==> src/rtl/audio_mixer.sv <==
// Multi-channel audio mixer: snapshots all channels on a strobe, accumulates
// gain-weighted samples one channel per cycle, then scales, saturates and registers the mix.
module audio_mixer #(
  parameter int NUM_CH      = 4,
  parameter int AUDIO_WIDTH = 16,
  parameter int GAIN_WIDTH  = 8
) (
  input  logic                          clk,
  input  logic                          reset,
  input  logic [NUM_CH*AUDIO_WIDTH-1:0] ch_data_i,
  input  logic [NUM_CH*GAIN_WIDTH-1:0]  ch_gain_i,
  input  logic [NUM_CH-1:0]             ch_mute_i,
  input  logic                          sample_strobe_i,
  input  logic                          clear_i,
  output logic [AUDIO_WIDTH-1:0]        mix_o,
  output logic                          mix_valid_o,
  output logic                          busy_o,
  output logic                          clip_o,
  output logic                          overrun_o,
  output logic [1:0]                    dbg_state
);

  localparam int ACC_W = AUDIO_WIDTH + GAIN_WIDTH + $clog2(NUM_CH) + 1;
  localparam int IDX_W = (NUM_CH > 1) ? $clog2(NUM_CH) : 1;
  localparam logic [IDX_W-1:0] LAST_IDX = IDX_W'(NUM_CH - 1);

  typedef enum logic [1:0] {
    IDLE   = 2'd0,
    ACCUM  = 2'd1,
    OUTPUT = 2'd2
  } state_t;

  state_t state, state_next;

  logic [IDX_W-1:0]       idx;
  logic [ACC_W-1:0]       acc;
  logic [ACC_W-1:0]       term;
  logic [ACC_W-1:0]       scaled;
  logic                   sat;
  logic                   clip_set;
  logic                   overrun_set;
  logic [AUDIO_WIDTH-1:0] data_s [NUM_CH];
  logic [GAIN_WIDTH-1:0]  gain_s [NUM_CH];
  logic [NUM_CH-1:0]      mute_s;

  // Handshake: sample_strobe_i is a single-cycle request with no back-pressure;
  // it is accepted only in IDLE, otherwise it is dropped and flagged as overrun.
  always_ff @(posedge clk or posedge reset) begin
    if (reset) state <= IDLE;
    else       state <= state_next;
  end

  always_comb begin
    state_next = state;
    case (state)
      IDLE:    if (sample_strobe_i) state_next = ACCUM;
      ACCUM:   if (idx == LAST_IDX) state_next = OUTPUT;
      OUTPUT:  state_next = IDLE;
      default: state_next = IDLE;
    endcase
  end

  assign dbg_state = state;
  assign busy_o    = (state != IDLE);

  // Snapshot needs no reset: it is only read after a fresh capture.
  always_ff @(posedge clk) begin
    if (state == IDLE && sample_strobe_i) begin
      for (int n = 0; n < NUM_CH; n++) begin
        data_s[n] <= ch_data_i[n*AUDIO_WIDTH +: AUDIO_WIDTH];
        gain_s[n] <= ch_gain_i[n*GAIN_WIDTH +: GAIN_WIDTH];
      end
      mute_s <= ch_mute_i;
    end
  end

  always_comb begin
    term = '0;
    if (!mute_s[idx]) term = ACC_W'(data_s[idx]) * ACC_W'(gain_s[idx]);
  end

  assign scaled      = acc >> (GAIN_WIDTH - 1);
  assign sat         = |scaled[ACC_W-1:AUDIO_WIDTH];
  assign clip_set    = (state == OUTPUT) && sat;
  assign overrun_set = sample_strobe_i && (state != IDLE);

  always_ff @(posedge clk or posedge reset) begin
    if (reset) begin
      idx         <= '0;
      acc         <= '0;
      mix_o       <= '0;
      mix_valid_o <= 1'b0;
    end else begin
      mix_valid_o <= 1'b0;
      case (state)
        IDLE: begin
          if (sample_strobe_i) begin
            idx <= '0;
            acc <= '0;
          end
        end
        ACCUM: begin
          acc <= acc + term;
          idx <= idx + 1'b1;
        end
        OUTPUT: begin
          mix_o       <= sat ? {AUDIO_WIDTH{1'b1}} : scaled[AUDIO_WIDTH-1:0];
          mix_valid_o <= 1'b1;
          idx         <= '0;
        end
        default: ;
      endcase
    end
  end

  // Set has priority over clear so a coincident event is never lost.
  always_ff @(posedge clk or posedge reset) begin
    if (reset) begin
      clip_o    <= 1'b0;
      overrun_o <= 1'b0;
    end else begin
      clip_o    <= clip_set    | (clip_o    & ~clear_i);
      overrun_o <= overrun_set | (overrun_o & ~clear_i);
    end
  end

endmodule

==> config.mk <==
export PLATFORM = sky130hd
export DESIGN_NAME = audio_mixer
export DESIGN_NICKNAME = d
export VERILOG_FILES = /design/src/rtl/audio_mixer.sv
export SDC_FILE = /design/constraint.sdc
export NUM_CORES = 1
export LEC_CHECK = 0
export CAP_MARGIN = 20
export CORE_MARGIN = 2
export CORE_UTILIZATION = 40
export DETAILED_ROUTE_END_ITERATION = 8
export PLACE_DENSITY = 0.68
export SYNTH_ARGS = -nofsm -noshare
export SYNTH_HDL_FRONTEND = slang
export SYNTH_SLANG_ARGS = --single-unit
==> constraint.sdc <==
create_clock -name clk -period 8.1 [get_ports clk]
set_clock_uncertainty 0.2 [all_clocks]
set_input_delay 2.025 -clock clk [delete_from_list [all_inputs] [get_ports clk]]
set_output_delay 2.025 -clock clk [all_outputs]
set_load 0.05 [all_outputs]
==> impl_metrics.tcl <==
set metrics [dict create \
    setup_violations 0 \
    stdcell_area_mm2 0.0133 \
    dieArea_mm2 0.0291 \
    placed_area_mm2 0.0127 \
    dr.pass1.iters 5 \
    rsz0062_at_grt "no" \
    port_buffers 125 \
    drv_slew 0 \
    synth_ff_type "edfxtp_1" \
    die_w_um 171 \
    htree_levels 4 \
    cts_buffer_depth 2 \
    arrival_ns 7.74 \
    clkTransAtPathRegs_ns 0.07 \
    drt-total-wl_um 24800 \
    ys_seq_area_share_pct 38.3 \
    start_util_pct 40.9 \
    postCtsSetupRepairBufs 0 \
    syn_area_mm2 0.0111 \
    antenna_found_initial 0 \
    fin_ws_ns 0.477 \
    worst-path-buf-inv 2 \
    drtAntennaViolNets 0 \
    slew_headroom_pct 31.8 \
    post-route-period-util_pct 94.1 \
    synthTopCellsByArea "edfxtp_1, fa_1, dfrtp_1" \
    grt_pass1_vias 8247 \
    required_ns 8.21 \
    max_stage_delay_ns 0.83 \
    cp_slowest_cell "dfrtp_1" \
    drive_above_1_share_pct 6.95 \
    track_usage_pct 17.8 \
    start_kind "flip-flop" \
    clk_latency_ns 0.44 \
    yosys_register_bits 150 \
    dr.max_layer_used "met4" \
    place_congestion 0.851 \
    wl_met3_um 747 \
    grt_max_degree 62 \
    dr_wl_met2_um 12900 \
    synth.largest_area_cell "edfxtp_1" \
    yosysWarnings 0 \
    root_buffer "clkbuf_16" \
    synth_top_area_share_pct 27.1 \
    path_class "reg2reg" \
    cts_made_buffers 17 \
    core_area_mm2 0.0271 \
    wl_met1_um 10900 \
    vias 7873 \
    fp-row-count 60 \
    grt_pass1_wl_um 40700 \
    die_y_um 171 \
    crit_chain "mux4_1 -> and2_1 -> fa_1 -> fa_1 -> fa_1 -> inv_1 -> fa_1 -> inv_1 -> ha_1 -> a21o_1 -> a21oi_2 -> nor2_1 -> nor2_1 -> o221ai_1 -> or4b_1 -> o211ai_2 -> ha_1 -> nand2_1 -> nor2_1 -> nand3_1 -> o21a_1 -> o21ai_0 -> o2111ai_1 -> mux2i_1" \
    pin_count 126 \
    cp_max_fo 18 \
    outcome "finished, final reports clean" \
    hold_path.class "reg2reg" \
    gr-total-overflow 0 \
    place_hpwl_um 18700 \
    maxCapViolCount 0 \
    wl_per_cell_um 16.5 \
    post-place-ws_ns 0.496 \
    cts_tree "built" \
    drt-initial-drc-count 387 \
    cts_sinks 150 \
    cpMostUsedCell "fa_1" \
    synth_edf_count 100 \
    hold_viol 0 \
    endpoint_kind "flip-flop" \
    worst_pin_slew_ns 1.02 \
    syn-num-nets 1267 \
    hold_ws_ns 0.291 \
    area_growth_pct 20.2 \
    setup_tns_ns 0 \
    netlist_instances 1009 \
    holdBufCountCts 0 \
    ys_types 67 \
    vias_per_cell 5.22 \
    diodes 0 \
    crit_family "adder cells" \
    avgSynthCellArea_um2 11.0 \
    cts_resized 0 \
    drc 0 \
    nNetsFinal 1382 \
    synthArstFlopShare_pct 33.3 \
    finalCriticalPeriod_ns 7.62 \
    max_freq_ghz 0.131 \
]
-- worst reg2reg max path, stage by stage, from the launching register on --
cell,delay (ns)
dfrtp_1,0.83
mux4_1,0.72
and2_1,0.32
fa_1,0.52
fa_1,0.53
fa_1,0.51
inv_1,0.05
fa_1,0.47
inv_1,0.05
ha_1,0.37
a21o_1,0.20
a21oi_2,0.17
nor2_1,0.06
nor2_1,0.25
o221ai_1,0.19
or4b_1,0.50
o211ai_2,0.19
ha_1,0.25
nand2_1,0.09
nor2_1,0.29
nand3_1,0.15
o21a_1,0.20
o21ai_0,0.09
o2111ai_1,0.17
mux2i_1,0.14
-- through the flow --
step / instances / utilization [%]
final: 1509 / 49.2
after global routing: 1509 / 49.2
after CTS: 1508 / 49.2
after detailed placement: 1476 / 46.9
after global placement: 1476 / 46.9
after floorplan: 1009 / -
-- cell usage after synthesis (5+ instances only) --
library cell    n
and2_1        107
inv_1         105
nand2_1       101
edfxtp_1      100
fa_1           85
ha_1           69
dfrtp_1        50
o21ai_0        42
a21oi_1        38
nor2_1         33
clkbuf_1       28
nand3_1        28
mux4_2         21
xnor2_1        19
a21o_1         17
nor3_1         16
o21a_1         10
xor2_1         10
nor2b_1         9
a211oi_1        7
a22o_1          7
and3_1          7
buf_2           7
a31oi_1         6
nand4_1         6
o21bai_1        6
nor3b_1         5
-- layout by cell type, fill, tap and decap left out, types with 4 or more instances in the layout --
cell / synthesis / routed
and3_1: 7 / 7
or3_1: 4 / 4
mux4_2: 21 / 21
buf_4: 1 / 11
mux2i_1: 4 / 4
nor2_1: 33 / 33
a31oi_1: 6 / 6
a21oi_1: 38 / 38
a211oi_1: 7 / 7
edfxtp_1: 100 / 100
nand2_1: 101 / 101
nor2b_1: 9 / 9
nand4_1: 6 / 6
dfrtp_1: 50 / 49
o21a_1: 10 / 10
a21boi_0: 4 / 4
clkdlybuf4s50_1: 0 / 125
nand2b_1: 4 / 4
nor3_1: 16 / 16
o211ai_1: 4 / 4
inv_1: 105 / 103
and2_1: 107 / 107
fa_1: 85 / 85
nor3b_1: 5 / 5
nand3_1: 28 / 28
o21bai_1: 6 / 6
inv_8: 0 / 5
xor2_1: 10 / 10
inv_6: 0 / 5
clkbuf_16: 0 / 17
mux4_1: 4 / 4
xnor2_1: 19 / 19
a21o_1: 17 / 17
ha_1: 69 / 69
o21ai_0: 42 / 42
a22o_1: 7 / 7
-- kinds of logic (layout without fill, tap and decap cells) --
kind of cell	after synthesis	count (layout)	synth area share, %
fa+ha+maj	154	154	23.1
compound gates	175	175	10.4
buf+inv	146	274	5.20
mux	30	30	5.67
xor+xnor	29	29	2.29
flops	150	150	38.3
simple gates	325	325	15.0
-- sequential cells by signal (all words and copies together) (netlist names) --
signal,count
acc,27
clip_o,1
data_s,64
dbg_state,2
gain_s,32
idx,2
mix_o,16
mix_valid_o,1
mute_s,4
overrun_o,1
-- final timing paths --
check / from / to / slack, ns / cells past startpoint
max: idx[1]$_DFFE_PP0P_ / acc[26]$_DFFE_PP0P_ / 0.48 / 24
min: mix_o[6]$_DFFE_PP0P_ / mix_o[6]$_DFFE_PP0P_ / 0.29 / 2
max reg2reg: idx[1]$_DFFE_PP0P_ / acc[26]$_DFFE_PP0P_ / 0.48 / 24
min reg2reg: mix_o[6]$_DFFE_PP0P_ / mix_o[6]$_DFFE_PP0P_ / 0.29 / 2
max in group asynchronous: reset / idx[0]$_DFFE_PP0P_ / 5.30 / 3
min in group asynchronous: reset / mix_o[0]$_DFFE_PP0P_ / 1.90 / 3
-- layout make-up --
class                   count  area, µm²
multi-input cells         713       6270
repair buffers            136       1330
inverters                 106        399
fillers                  2448      13800
flip-flops and latches    150       4260
clock buffers              18        429
well taps                 372        465
clock inverters            14        178
-- metal layers --
layer | vias up | GRT usage [%]
met5 | - | 0
met1 | 3968 | 22.8
met2 | 151 | 31.5
met4 | 0 | 4.24
li1 | 3736 | -
met3 | 18 | 2.94
Power is not shown: default switching activity piles up to over one toggle a cycle in this logic, so the estimate is an artifact.
